`config.mk`:
```
export PLATFORM = sky130hd
export DESIGN_NAME = branch_pc_ctrl
export DESIGN_NICKNAME = d
export VERILOG_FILES = /design/src/rtl/pipeline_pkg.sv /design/src/rtl/if_id_reg.sv /design/src/rtl/branch_pc_ctrl.sv
export SDC_FILE = /design/constraint.sdc
export NUM_CORES = 1
export LEC_CHECK = 0
export CAP_MARGIN = 20
export CORE_MARGIN = 8
export CORE_UTILIZATION = 52
export DETAILED_ROUTE_END_ITERATION = 12
export GPL_TIMING_DRIVEN = 1
export PLACE_DENSITY = 0.94
export SLEW_MARGIN = 20
export SYNTH_ARGS = -nofsm -noshare
export SYNTH_HDL_FRONTEND = slang
export SYNTH_HIERARCHICAL = 1
export SYNTH_SLANG_ARGS = --single-unit
export TNS_END_PERCENT = 10
```
`constraint.sdc`:
```
create_clock -name clk -period 4.3 [get_ports clk]
set_clock_uncertainty 0.05 [all_clocks]
set_input_delay 0.645 -clock clk [delete_from_list [all_inputs] [get_ports clk]]
set_output_delay 0.645 -clock clk [all_outputs]
set_load 0.02 [all_outputs]
```
`src/rtl/pipeline_pkg.sv`:
```
// Shared pipeline definitions for the fetch/decode slice.
// Provides default address width, reset PC, instruction width, the NOP
// encoding and the branch-communication encoding used between the control
// unit, the branch condition checker and the fetch-side PC controller.
package pipeline_pkg;

    localparam int          ADDR_W_DEF   = 32;
    localparam logic [31:0] RESET_PC_DEF = 32'h0000_0000;
    localparam int          INSTR_W      = 32;
    localparam logic [31:0] NOP_INSTR    = 32'h0000_0000;

    // Branch kind requested by the control unit for the instruction in ID.
    typedef enum logic [1:0] {
        CU_BR_NONE = 2'd0,
        CU_BR_BEQ  = 2'd1,
        CU_BR_BNE  = 2'd2,
        CU_BR_JMP  = 2'd3
    } cu_branch_comm_e;

endpackage

```
`src/rtl/if_id_reg.sv`:
```
// Pipeline latch holding a PC / instruction / valid triple.
// Priority per edge: hold > clear > load; with none asserted it holds.
// A cleared latch carries PC 0, the NOP encoding and valid=0.
// Ports:
//   clk, rst          clock and asynchronous active-high reset
//   hold              keep current contents (stall)
//   clear             replace contents with a bubble (flush)
//   load              capture pc_in / instr_in as a valid instruction
//   pc_in, instr_in   incoming PC and instruction
//   pc_o, instr_o     latched PC and instruction
//   valid_o           latch holds a real instruction
module if_id_reg
    import pipeline_pkg::*;
#(
    parameter int ADDR_W = ADDR_W_DEF
) (
    input  logic               clk,
    input  logic               rst,
    input  logic               hold,
    input  logic               clear,
    input  logic               load,
    input  logic [ADDR_W-1:0]  pc_in,
    input  logic [INSTR_W-1:0] instr_in,
    output logic [ADDR_W-1:0]  pc_o,
    output logic [INSTR_W-1:0] instr_o,
    output logic               valid_o
);

    logic [ADDR_W-1:0]  pc_d,    pc_q;
    logic [INSTR_W-1:0] instr_d, instr_q;
    logic               valid_d, valid_q;

    // Next-state selection for the latch contents.
    always_comb begin
        pc_d    = pc_q;
        instr_d = instr_q;
        valid_d = valid_q;
        if (hold) begin
            pc_d    = pc_q;
            instr_d = instr_q;
            valid_d = valid_q;
        end else if (clear) begin
            pc_d    = '0;
            instr_d = NOP_INSTR;
            valid_d = 1'b0;
        end else if (load) begin
            pc_d    = pc_in;
            instr_d = instr_in;
            valid_d = 1'b1;
        end else begin
            pc_d    = pc_q;
            instr_d = instr_q;
            valid_d = valid_q;
        end
    end

    // Latch state registers.
    always_ff @(posedge clk or posedge rst) begin
        if (rst) begin
            pc_q    <= '0;
            instr_q <= NOP_INSTR;
            valid_q <= 1'b0;
        end else begin
            pc_q    <= pc_d;
            instr_q <= instr_d;
            valid_q <= valid_d;
        end
    end

    assign pc_o    = pc_q;
    assign instr_o = instr_q;
    assign valid_o = valid_q;

endmodule

```
`src/rtl/branch_pc_ctrl.sv`:
```
// Fetch-side PC and IF/ID control.
// Holds the PC (driving the instruction-memory address), registers fetched
// instructions into IF/ID, redirects on a taken branch with a one-bubble
// penalty, honours the hazard freeze and keeps saturating debug counters.
// Ports:
//   clk, rst     clock and asynchronous active-high reset
//   freeze       hazard stall: hold PC and IF/ID, brCond ignored
//   brCond       branch taken for the instruction currently in IF/ID
//   brOffset     signed word offset of the ID instruction
//   instrIn      instruction-memory read data for imemAddr
//   imemAddr     current PC
//   idPc         PC of the IF/ID instruction
//   idInstr      IF/ID instruction (NOP when invalid)
//   idValid      IF/ID holds a real instruction
//   flush        high for the cycle after a redirect
//   brTakenCnt   saturating taken-branch count
//   stallCnt     saturating freeze-cycle count
module branch_pc_ctrl
    import pipeline_pkg::*;
#(
    parameter int                ADDR_W   = ADDR_W_DEF,
    parameter logic [ADDR_W-1:0] RESET_PC = '0,
    parameter int                CNT_W    = 16
) (
    input  logic               clk,
    input  logic               rst,
    input  logic               freeze,
    input  logic               brCond,
    input  logic [15:0]        brOffset,
    input  logic [INSTR_W-1:0] instrIn,
    output logic [ADDR_W-1:0]  imemAddr,
    output logic [ADDR_W-1:0]  idPc,
    output logic [INSTR_W-1:0] idInstr,
    output logic               idValid,
    output logic               flush,
    output logic [CNT_W-1:0]   brTakenCnt,
    output logic [CNT_W-1:0]   stallCnt
);

    localparam logic [ADDR_W-1:0] PC_STEP = ADDR_W'(4);

    logic [ADDR_W-1:0] pc_d, pc_q;
    logic              flush_d, flush_q;
    logic [CNT_W-1:0]  br_cnt_d, br_cnt_q;
    logic [CNT_W-1:0]  stall_cnt_d, stall_cnt_q;

    logic [ADDR_W-1:0] id_pc_s;
    logic              id_valid_s;
    logic [ADDR_W-1:0] off_ext_s;
    logic [ADDR_W-1:0] target_s;
    logic              br_taken_s;

    // Word offset sign-extended to address width, then scaled to bytes;
    // the sum wraps naturally modulo 2^ADDR_W.
    assign off_ext_s  = {{(ADDR_W-16){brOffset[15]}}, brOffset};
    assign target_s   = id_pc_s + PC_STEP + (off_ext_s << 2);

    // A branch only counts when the ID instruction is real and not stalled.
    assign br_taken_s = brCond & id_valid_s & ~freeze;

    // PC, flush marker and statistics next-state.
    always_comb begin
        pc_d        = pc_q;
        flush_d     = 1'b0;
        br_cnt_d    = br_cnt_q;
        stall_cnt_d = stall_cnt_q;
        if (freeze) begin
            pc_d        = pc_q;
            stall_cnt_d = (&stall_cnt_q) ? stall_cnt_q : stall_cnt_q + CNT_W'(1);
        end else if (br_taken_s) begin
            pc_d     = target_s;
            flush_d  = 1'b1;
            br_cnt_d = (&br_cnt_q) ? br_cnt_q : br_cnt_q + CNT_W'(1);
        end else begin
            pc_d = pc_q + PC_STEP;
        end
    end

    // PC, flush and counter registers.
    always_ff @(posedge clk or posedge rst) begin
        if (rst) begin
            pc_q        <= RESET_PC;
            flush_q     <= 1'b0;
            br_cnt_q    <= '0;
            stall_cnt_q <= '0;
        end else begin
            pc_q        <= pc_d;
            flush_q     <= flush_d;
            br_cnt_q    <= br_cnt_d;
            stall_cnt_q <= stall_cnt_d;
        end
    end

    // The instruction fetched in the branch cycle is the wrong path, so the
    // latch is cleared instead of loaded.
    if_id_reg #(
        .ADDR_W (ADDR_W)
    ) u_if_id (
        .clk      (clk),
        .rst      (rst),
        .hold     (freeze),
        .clear    (br_taken_s),
        .load     (1'b1),
        .pc_in    (pc_q),
        .instr_in (instrIn),
        .pc_o     (id_pc_s),
        .instr_o  (idInstr),
        .valid_o  (id_valid_s)
    );

    assign imemAddr   = pc_q;
    assign idPc       = id_pc_s;
    assign idValid    = id_valid_s;
    assign flush      = flush_q;
    assign brTakenCnt = br_cnt_q;
    assign stallCnt   = stall_cnt_q;

endmodule

```
==> summary.txt, run 1 <==
Outcome = finished, final reports clean
CTS tree = built
Leading cell type in the layout, fill and taps excluded = clkdlybuf4s50_1
Crit. End Element = flip-flop
Initial antenna violation count = 0
TritonCTS Buffers = 17
Detailed placement HPWL = 16,900 microns
Core ar. = 15,300 sq um
Total Routing Usage GR = 24.2%
Antenna Cells = 0
Max_cap viols = 0
Mapped Cells = 832
Avg Cell Area, Syn = 9.80 sq um
Post-Route WL = 24,000 microns
# IOs = 182
TNS Setup = 0 ps
Max IR drop VDD = 0.396 mV
Sequential fraction of the synthesis area = 39.9%
Critical path fanouts, max = 4
Area Overhead vs Synth = 30.6%
Clk root buf = clkbuf_16
Via count = 7,435
Post-DRT Antenna Nets = 0
RePlAce Congestion = 0.921
Fin. Hold Viols = 0
Final Non-Filler Cells = 1,226
Vert. Die Dim = 141 microns
WL per Instance = 19.6 microns
Vias in the first global route = 7,556
Initial DRT Pass Iterations = 5
IO Port Bufs = 181
Async SR Flop Fraction = 100%
Relative slew slack = 4.11%
Longest Clk Path Bufs = 2
Tcrit/Tclk final = 85.6%
Max Fclk = 0.272 GHz
Min-Delay Path Class = reg -> reg
PostCTS Resize Cnt = 0
Pin count of the biggest net entering global routing = 78
Initial DRC Count = 644
Synth Warn # = 6
Fillcell total = 1,111
Post-Synthesis Cell Area = 8160 sq um
Post-CTS setup buffers = 0
Top FF cell, synth = dfrtp_1
Max H-tree Level = 4
RSZ-0062 raised after global routing = no
Proportion of layout cells with a drive suffix above 1 = 8.47%
Starting Density = 53.4%
CTS clk-pin slew, worst paths = 60 ps
Clock Latency Late Sink = 430 ps
CP Class = in -> reg
Die W = 141 microns
Inst Count DP = 1,194
Max Slew Vio Count = 0
GR Overflow Total = 0
Crit path launch type = input port
Storage cell area = 3250 sq um
Syn_nets = 945
Hold-fix buffers, CTS = 0
Nets@finish = 1,115
Clock sink total = 130
DRC Markers = 0
First-pass GRT wire length = 38,600 microns
Yosys reg bits = 130
Commonest cells after routing, fill and taps aside = 180 x clkdlybuf4s50_1, 130 x dfrtp_1, 82 x nand2_1
Worst Path Required = 4560 ps
FP Rows = 45
Post-layout minimum cycle time = 3680 ps
Multi-input logic area = 4480 sq um
Final setup fails = 0
Power Dens Cells = 613 nW/um^2
CP arrival = 3940 ps
Detail-routed via count per cell = 6.06
DIE AREA = 19,900 sq um
Pleak = 4.70 nW
Synth unique cells = 73
EDFF count, synth = 0
Worst-Margin Slew = 1440 ps
synthesized netlist by cell type (all sizes together), types with 3 or more instances:
cell    number  area [sq um]
nor4         7          50.1
xor2        26           228
inv         45           169
and2        11          68.8
nand3b      28           210
ha          60           751
nor3         7          57.6
o22a         3          26.3
clkbuf      19          71.3
nand3       33           165
nand2b       6          37.5
or3          3          18.8
o211ai       4          30.0
a21oi       46           230
xnor2       36           315
and4         4          36.3
and3        18           114
o221ai      30           388
nand2       82           308
nor2        45           169
a21o        12          91.3
a22o        33           289
a41o         3          30.0
o21ai       34           174
dfrtp      130          3250
a221oi       4          58.8
mux2         3          33.8
nand4       14          87.6
o21bai       5          41.3
a31oi       10          62.6
buf         22           183
o22ai        3          18.8
a221o        5          50.1
nor2b       10          62.6
registers in the layout, indices dropped and copies added, names as in the netlist:
name	cells
brTakenCnt	16
flush	1
imemAddr	32
stallCnt	16
u_if_id/instr_o	32
u_if_id/pc_o	32
u_if_id/valid_o	1
worst max-delay path, cell delays in order:
cell and delay, ps:
clkdlybuf4s50_1 420, ha_1 340, ha_1 300, a21o_1 130, and4_2 230, o21ai_0 120
o21ai_0 520, nor4b_1 470, o211ai_1 260, a41o_1 280, or2_1 230
metal layers:
metal  track usage (%)  vias up  part of all wire (%)
met5                 0        -                     0
met4              13.1        0                   4.3
met3              6.21       80                   8.0
met2              40.7      356                    48
met1              27.7     3619                    39
li1                  -     3380                     -
stage by stage:
stage | util, % | instance area [sq um] | hold slack, ps | setup WS, ps | total power [W]
floorplan | - | 8160 | 539 | 875 | 0.00380
global placement | 66.0 | 10100 | 423 | 272 | 0.00494
detailed placement | 66.0 | 10100 | 432 | 209 | 0.00502
CTS | 69.8 | 10700 | 449 | 665 | 0.00651
global route | 69.8 | 10700 | 469 | 390 | 0.00690
finish | 69.8 | 10700 | 449 | 619 | 0.00653
report_power, final:
group / internal (W) / total (W) / switching, W
sequential: 0.00156 / 0.00203 / 0.000469
combinational: 0.00141 / 0.00306 / 0.00165
clock: 0.000857 / 0.00144 / 0.000587
final cells by class:
| class | instances | share of cell area, % |
|---|---|---|
| well taps | 211 | 2.48 |
| flip-flops and latches | 130 | 30.5 |
| inverters | 46 | 1.63 |
| repair buffers | 192 | 17.9 |
| clock inverters | 15 | 1.49 |
| clock buffers | 17 | 3.99 |
| multi-input cells | 615 | 42.0 |
final timing paths:
check / depth (start not counted) / end / slack [ps] / from
worst min register to register: 1 / stallCnt[15]$_DFFE_PP0P_ / 450 / stallCnt[15]$_DFFE_PP0P_
worst min-delay path: 1 / stallCnt[15]$_DFFE_PP0P_ / 450 / stallCnt[15]$_DFFE_PP0P_
min in group asynchronous: 2 / u_if_id/instr_o[26]$_DFFE_PP0P_ / 640 / rst
max in group asynchronous: 3 / u_if_id/pc_o[29]$_DFFE_PP0P_ / 2560 / rst
worst max register to register: 10 / imemAddr[26]$_DFFE_PP0N_ / 860 / u_if_id/pc_o[4]$_DFFE_PP0P_
worst max-delay path: 11 / imemAddr[26]$_DFFE_PP0N_ / 620 / brOffset[2]
cells by family (layout without fill, tap and decap cells):
logic type                 Yosys count  count (layout)  synth area share (%)
and+or+nand+nor                    274             274                  17.7
AOI/OAI and AO/OA                  212             212                  20.4
DFF                                130             130                  39.9
buffers and inverters               87             270                  5.23
xor gates and xnor gates            62              62                  6.66
adders and majority gates           61              61                  9.45
muxes                                5               5                 0.660
other                                1               1                0.0460
Note: power is estimated with default switching activity, not from simulation.
==> run 2: changes to the inputs <==
--- a/config.mk
+++ b/config.mk
@@ -7,13 +7,12 @@
 export LEC_CHECK = 0
 export CAP_MARGIN = 20
 export CORE_MARGIN = 8
-export CORE_UTILIZATION = 52
+export CORE_UTILIZATION = 51
 export DETAILED_ROUTE_END_ITERATION = 12
 export GPL_TIMING_DRIVEN = 1
 export PLACE_DENSITY = 0.94
 export SLEW_MARGIN = 20
 export SYNTH_ARGS = -nofsm -noshare
 export SYNTH_HDL_FRONTEND = slang
-export SYNTH_HIERARCHICAL = 1
 export SYNTH_SLANG_ARGS = --single-unit
 export TNS_END_PERCENT = 10
==> run 2 against run 1 <==
Against the previous run: worst hold slack worse by 14 ps; largest power group unchanged; via count is 6.7% lower; critical path depth rose by 1; clock power about the same; non-clock buffer count shrank 5; design area is 5.0% lower; critical endpoint is now imemAddr[21]$_DFFE_PP0N_; routed wire length decreased by 8.9%; count of clock-buffer cells in the layout grew 5; largest cell class unchanged; combinational power shrank 10%; critical path type unchanged.
==> summary.txt, run 2 <==
Sequential fraction of the synthesis area = 43.0% (was 39.9%)
Pre-CTS setup slack = 395 ps (was 209 ps)
Max Fclk = 0.283 GHz (was 0.272 GHz)
RSZ-0062 raised after global routing = no (unchanged)
Avg Cell Area, Syn = 9.14 sq um (was 9.80 sq um)
CP Class = in -> reg (unchanged)
Top FF cell, synth = dfrtp_1 (unchanged)
Core ar. = 14,500 sq um (was 15,300 sq um)
EDFF count, synth = 0 (unchanged)
Max H-tree Level = 4 (unchanged)
Area Overhead vs Synth = 33.6% (was 30.6%)
Placed Area = 9540 sq um (was 10,100 sq um)
Post-Route WL = 21,800 microns (was 24,000 microns)
Max IR drop VDD = 0.363 mV (was 0.396 mV)
Vias in the first global route = 6,924 (was 7,556)
Pin count of the biggest net entering global routing = 135 (was 78)
Detailed placement HPWL = 15,400 microns (was 16,900 microns)
WL per Instance = 18.3 microns (was 19.6 microns)
Max Slew Vio Count = 0 (unchanged)
Post-DRT Antenna Nets = 0 (unchanged)
Tcrit/Tclk final = 82.2% (was 85.6%)
Relative slew slack = 46.7% (was 4.11%)
Post-synth top cells = 201 x nand2_1, 130 x dfrtp_1, 98 x o21ai_0 (was 130 x dfrtp_1, 82 x nand2_1, 60 x ha_1)
TNS Setup = 0 ps (unchanged)
Total Routing Usage GR = 22.9% (was 24.2%)
Dominant cell type by area after synthesis = dfrtp_1 (unchanged)
DIE AREA = 19,000 sq um (was 19,900 sq um)
Hold-fix buffers, CTS = 0 (unchanged)
Min-Delay Path Class = reg -> reg (unchanged)
Clock sink total = 130 (unchanged)
TritonCTS Buffers = 17 (unchanged)
Final setup fails = 0 (unchanged)
PostCTS Resize Cnt = 0 (unchanged)
CP arrival = 3780 ps (was 3940 ps)
Post-CTS setup buffers = 0 (unchanged)
Pleak = 4.67 nW (was 4.70 nW)
CTS clk-pin slew, worst paths = 60 ps (about the same)
Crit. End Element = flip-flop (unchanged)
Fillcell total = 1,039 (was 1,111)
DRC Markers = 0 (unchanged)
Clk root buf = clkbuf_16 (unchanged)
Detail-routed via count per cell = 5.80 (was 6.06)
Commonest cells after routing, fill and taps aside = 200 x nand2_1, 180 x clkdlybuf4s50_1, 130 x dfrtp_1 (was 180 x clkdlybuf4s50_1, 130 x dfrtp_1, 82 x nand2_1)
Leading cell type in the layout, fill and taps excluded = nand2_1 (was clkdlybuf4s50_1)
Yosys reg bits = 130 (unchanged)
Mapped Cells = 828 (was 832)
Nets@finish = 1,114 (was 1,115)
PnR worst setup slack = 765 ps (was 619 ps)
Via count = 6,939 (was 7,435)
Async SR Flop Fraction = 100% (unchanged)
RePlAce Congestion = 0.903 (was 0.921)
Worst-Margin Slew = 799 ps (was 1440 ps)
Syn_nets = 941 (was 945)
Synth area leaders = dfrtp_1 43%, nand2_1 10%, ha_1 9.9%, o21ai_0 6.5%, xnor2_1 5.6% (was dfrtp_1 40%, ha_1 9.2%, xnor2_1 3.9%, nand2_1 3.8%, o221ai_2 3.7%)
Proportion of layout cells with a drive suffix above 1 = 5.82% (was 8.47%)
Crit path launch type = input port (unchanged)
Power Dens Cells = 601 nW/um^2 (was 613 nW/um^2)
Synth unique cells = 62 (was 73)
CTS tree = built (unchanged)
Initial DRC Count = 803 (was 644)
Total power = 0.00608 W (was 0.00653 W)
Top-area cell type share of the netlist area = 43.0% (was 39.9%)
Longest Clk Path Bufs = 2 (unchanged)
# IOs = 182 (unchanged)
Initial DRT Pass Iterations = 5 (unchanged)
Antenna Cells = 0 (unchanged)
Most common cell in the synthesized netlist = nand2_1 (was dfrtp_1)
Max_cap viols = 0 (unchanged)
GR Overflow Total = 0 (unchanged)
Fin. Hold Viols = 0 (unchanged)
Synth Warn # = 0 (was 6)
Hold WS = 435 ps (was 449 ps)
Vert. Die Dim = 138 microns (was 141 microns)
Outcome = finished, final reports clean (unchanged)
Critical path fanouts, max = 3 (was 4)
Post-layout minimum cycle time = 3540 ps (was 3680 ps)
First-pass GRT wire length = 34,700 microns (was 38,600 microns)
IO Port Bufs = 181 (unchanged)
Post-Synthesis Cell Area = 7570 sq um (was 8160 sq um)
Starting Density = 52.1% (was 53.4%)
Initial antenna violation count = 0 (unchanged)
Worst Path Required = 4540 ps (was 4560 ps)
FP Rows = 44 (was 45)
Die W = 138 microns (was 141 microns)
Clock Latency Late Sink = 420 ps (was 430 ps)
Design Area, Final = 10,100 sq um (was 10,700 sq um)
run 2: cell count changes after synthesis, moves of 9 or more:
cell      change
o221ai_2     -18
nor2_1       -16
o221ai_1     -10
nand3b_1     -27
xnor2_1      +12
inv_1        -27
buf_6         -9
nand3_1       -9
a22o_1       -32
o21ai_0      +66
nand2_1     +119
a21oi_1      -18
run 2: worst max-delay path: stages:
cell and delay [ps]:
clkdlybuf4s50_1 400, ha_1 290, ha_1 250, fa_1 430
a211oi_1 370, o211ai_2 140, a41oi_1 380, o21ai_0 250
a21o_1 210, a21oi_1 180, xor2_1 150, o21ai_0 80
run 2: cell type report:
class | instances | area, sq um | share of cell area, %
clock buffers | 22 | 464 | 4.59
repair buffers | 187 | 1870 | 18.5
clock inverters | 9 | 108 | 1.06
well taps | 184 | 230 | 2.28
flip-flops and latches | 130 | 3250 | 32.2
multi-input cells | 646 | 4120 | 40.7
inverters | 19 | 73.8 | 0.730
run 2: kinds of logic after synthesis:
family	Yosys count	synth area share [%]
AND/OR/NAND/NOR	308	17.7
buffers and inverters	52	2.66
multiplexers	4	0.545
XOR/XNOR	81	9.37
AO/OA/AOI/OAI	192	16.6
flip-flops	130	43.0
adder cells (fa/ha/maj)	61	10.2
run 2: worst paths after layout:
| kind | start | end | slack [ps] | depth (start not counted) |
|---|---|---|---|---|
| worst max-delay path | brOffset[1] | imemAddr[21]$_DFFE_PP0N_ | 760 | 12 |
| worst min-delay path | u_if_id.instr_o[19]$_DFFE_PP0N_ | u_if_id.instr_o[19]$_DFFE_PP0N_ | 430 | 2 |
| worst max register to register | u_if_id.pc_o[3]$_DFFE_PP0N_ | imemAddr[21]$_DFFE_PP0N_ | 1010 | 11 |
| worst min register to register | u_if_id.instr_o[19]$_DFFE_PP0N_ | u_if_id.instr_o[19]$_DFFE_PP0N_ | 430 | 2 |
| max in group asynchronous | rst | u_if_id.instr_o[28]$_DFFE_PP0N_ | 2710 | 3 |
| min in group asynchronous | rst | u_if_id.instr_o[30]$_DFFE_PP0N_ | 640 | 2 |
run 2: layer usage:
layer	routed length, microns	global-route usage, %	vias to the layer above
li1	-	-	3224
met1	8950	28.0	3373
met2	10800	38.7	294
met3	1610	4.63	48
met4	470	9.25	0
met5	0	0	-
run 2: metrics by stage:
step / cells / util [%]
after global placement: 1166 / 65.7
after detailed placement: 1166 / 65.7
after global routing: 1197 / 69.6
after floorplan: 828 / -
final: 1197 / 69.6
after CTS: 1197 / 69.6
run 2: power breakdown:
part	switching (W)	internal (W)	leakage [nW]
clock network	0.000529	0.000878	0.276
logic	0.00151	0.00125	2.74
registers	0.000388	0.00153	1.65
==> run 3: changes to the inputs <==
--- a/config.mk
+++ b/config.mk
@@ -7,10 +7,10 @@
 export LEC_CHECK = 0
 export CAP_MARGIN = 20
 export CORE_MARGIN = 8
-export CORE_UTILIZATION = 51
+export CORE_UTILIZATION = 46
 export DETAILED_ROUTE_END_ITERATION = 12
 export GPL_TIMING_DRIVEN = 1
-export PLACE_DENSITY = 0.94
+export PLACE_DENSITY = 0.9
 export SLEW_MARGIN = 20
 export SYNTH_ARGS = -nofsm -noshare
 export SYNTH_HDL_FRONTEND = slang
==> constraint.sdc (replaced) <==
create_clock -name clk -period 3.15 [get_ports clk]
set_clock_uncertainty 0.05 [all_clocks]
set_input_delay 0.4725 -clock clk [delete_from_list [all_inputs] [get_ports clk]]
set_output_delay 0.4725 -clock clk [all_outputs]
set_load 0.02 [all_outputs]
==> run 3 against run 2 <==
Against the previous run: sequential share of layout area decreased by 1.9 points; critical path depth decreased by 1; count of clock-buffer cells in the layout stayed put; core utilization is 3.9 points lower; largest power group unchanged.
==> summary.txt, run 3 (synthesis gave the netlist of run 2 again) <==
Outcome = finished, final reports clean (unchanged)
Commonest cells after routing, fill and taps aside = 200 x nand2_1, 175 x clkdlybuf4s50_1, 130 x dfrtp_1 (was 200 x nand2_1, 180 x clkdlybuf4s50_1, 130 x dfrtp_1)
Crit path launch type = flip-flop (was input port)
First-pass GRT wire length = 36,500 microns (was 34,700 microns)
Storage cell area = 3250 sq um (unchanged)
IO Port Bufs = 181 (unchanged)
CTS tree = built (unchanged)
RSZ-0062 raised after global routing = yes (was no)
Relative slew slack = 38.2% (was 46.7%)
Max IR drop VDD = 0.494 mV (was 0.363 mV)
Final setup fails = 0 (unchanged)
Worst-Margin Slew = 927 ps (was 799 ps)
Via count = 7,045 (was 6,939)
Delay-heaviest family, CP = compound AO/OA/AOI/OAI gates (unchanged)
Area Overhead vs Synth = 41.9% (was 33.6%)
Antenna Cells = 0 (unchanged)
Pin count of the biggest net entering global routing = 131 (was 135)
Post-layout minimum cycle time = 3070 ps
DIE AREA = 20,800 sq um (was 19,000 sq um)
Initial DRT Pass Iterations = 5 (unchanged)
Initial antenna violation count = 0 (unchanged)
Critical Path Source = u_if_id.pc_o[4]$_DFFE_PP0N_ (was brOffset[1])
WL per Instance = 17.5 microns (was 18.3 microns)
GR Overflow Total = 0 (unchanged)
Starting Density = 46.3% (was 52.1%)
Worst Path Required = 3380 ps (was 4540 ps)
Final core occ = 65.7% (was 69.6%)
Multi-input logic area = 4180 sq um (was 4120 sq um)
TNS Setup = 0 ps (unchanged)
Max Fclk = 0.326 GHz
Crit-path cells = ha_4 > ha_4 > a211o_1 > a2111oi_4 > buf_4 > o221ai_4 > nand4_2 > a41oi_2 > a21o_1 > o41ai_2 > a221oi_2 (was clkdlybuf4s50_1 > ha_1 > ha_1 > fa_1 > a211oi_1 > o211ai_2 > a41oi_1 > o21ai_0 > a21o_1 > a21oi_1 > xor2_1 > o21ai_0)
Detailed placement HPWL = 16,300 microns (was 15,400 microns)
Clock sink total = 130 (unchanged)
Max Slew Vio Count = 0 (unchanged)
Total power = 0.00888 W (was 0.00608 W)
RePlAce Congestion = 0.901 (was 0.903)
Min-Delay Path Class = reg -> reg (unchanged)
Most used cell, CP = ha_4
HP Start = u_if_id.instr_o[0]$_DFFE_PP0N_ (was u_if_id.instr_o[19]$_DFFE_PP0N_)
Detail-routed via count per cell = 5.43 (was 5.80)
Nets@finish = 1,179 (was 1,114)
FP Rows = 47 (was 44)
TritonCTS Buffers = 17 (unchanged)
DRC Markers = 0 (unchanged)
Proportion of layout cells with a drive suffix above 1 = 12.3% (was 5.82%)
Pleak = 5.04 nW (was 4.67 nW)
Fillcell total = 1,239 (was 1,039)
Post-Route WL = 22,700 microns (was 21,800 microns)
Clk root buf = clkbuf_16 (unchanged)
Placed Area = 10,000 sq um (was 9540 sq um)
Total Routing Usage GR = 22.1% (was 22.9%)
CP Class = reg -> reg (was in -> reg)
Core ar. = 16,300 sq um (was 14,500 sq um)
Max stage delay on crit path = 440 ps (was 430 ps)
Critical path fanouts, max = 3 (unchanged)
Critical-path top delay cell = a2111oi_4 (was fa_1)
Fin. Hold Viols = 0 (unchanged)
R2r startpoint = u_if_id.pc_o[4]$_DFFE_PP0N_ (was u_if_id.pc_o[3]$_DFFE_PP0N_)
CP arrival = 3300 ps (was 3780 ps)
Max_cap viols = 0 (unchanged)
Max H-tree Level = 4 (unchanged)
# IOs = 182 (unchanged)
Design Area, Final = 10,700 sq um (was 10,100 sq um)
Initial DRC Count = 547 (was 803)
Leading cell type in the layout, fill and taps excluded = nand2_1 (unchanged)
Vert. Die Dim = 144 microns (was 138 microns)
CTS clk-pin slew, worst paths = 60 ps (about the same)
Pre-CTS setup slack = -525 ps (was 395 ps)
PnR worst setup slack = 79.2 ps (was 765 ps)
Die W = 144 microns (was 138 microns)
Clock Latency Late Sink = 420 ps (about the same)
Tcrit/Tclk final = 97.5%
Power Dens Cells = 827 nW/um^2 (was 601 nW/um^2)
Post-DRT Antenna Nets = 0 (unchanged)
CP bufs+invs = 1 (unchanged)
Vias in the first global route = 7,148 (was 6,924)
Crit. End Element = flip-flop (unchanged)
Longest Clk Path Bufs = 2 (unchanged)
## run 3: per-stage QoR
step / cells / hold slack [ps]
2_1_floorplan: 828 / 539
3_3_place_gp: 1261 / 411
3_5_place_dp: 1261 / 423
4_1_cts: 1292 / 412
5_1_grt: 1298 / 442
6_report: 1298 / 429
## run 3: metal layers
metal / up-vias / track usage [%] / part of all wire, %
met1: 3412 / 26.4 / 40
met5: - / 0 / 0
met2: 258 / 38.2 / 50
met3: 37 / 4.72 / 7.5
li1: 3338 / - / -
met4: 0 / 8.27 / 2.0
## run 3: cell type report
class | instances | area share (%)
inverter | 19 | 0.699
clock inverter | 9 | 1.22
clock buffer | 22 | 4.32
multi-input combinational | 646 | 38.9
tap | 220 | 2.56
timing repair buffer | 252 | 22.0
sequential | 130 | 30.3
## run 3: path summary, 6_finish.rpt
check / end / slack [ps] / cells past startpoint
max in group asynchronous: imemAddr[13]$_DFFE_PP0N_ / 1970 / 3
worst max-delay path: imemAddr[30]$_DFFE_PP0N_ / 80 / 11
worst min register to register: u_if_id.instr_o[0]$_DFFE_PP0N_ / 430 / 2
min in group asynchronous: u_if_id.instr_o[5]$_DFFE_PP0N_ / 600 / 3
worst max register to register: imemAddr[30]$_DFFE_PP0N_ / 80 / 11
worst min-delay path: u_if_id.instr_o[0]$_DFFE_PP0N_ / 430 / 2
## run 3: power by group
group	switching [W]	total [W]	internal, W	leakage (nW)
clock network	0.000733	0.00201	0.00128	0.282
logic	0.00218	0.00425	0.00207	3.10
registers	0.000534	0.00262	0.00209	1.65
total	0.00345	0.00888	0.00544	5.04
## run 3: worst min-delay path, stage by stage (launching register included)
cell and delay (ps):
dfrtp_1 340, nand2_1 40, o21ai_0 60
## run 3: what timing repair did
| action | 4_1_cts | 5_1_grt |
|---|---|---|
| hold buffers | 0 | 0 |
| gates cloned | 0 | 0 |
| endpoints found under the setup margin | 5 | 8 |
| hold endpoints to repair | 0 | 0 |
| setup buffers | 0 | 7 |
| pin swaps | 0 | 11 |
| resized for setup | 2 | 14 |
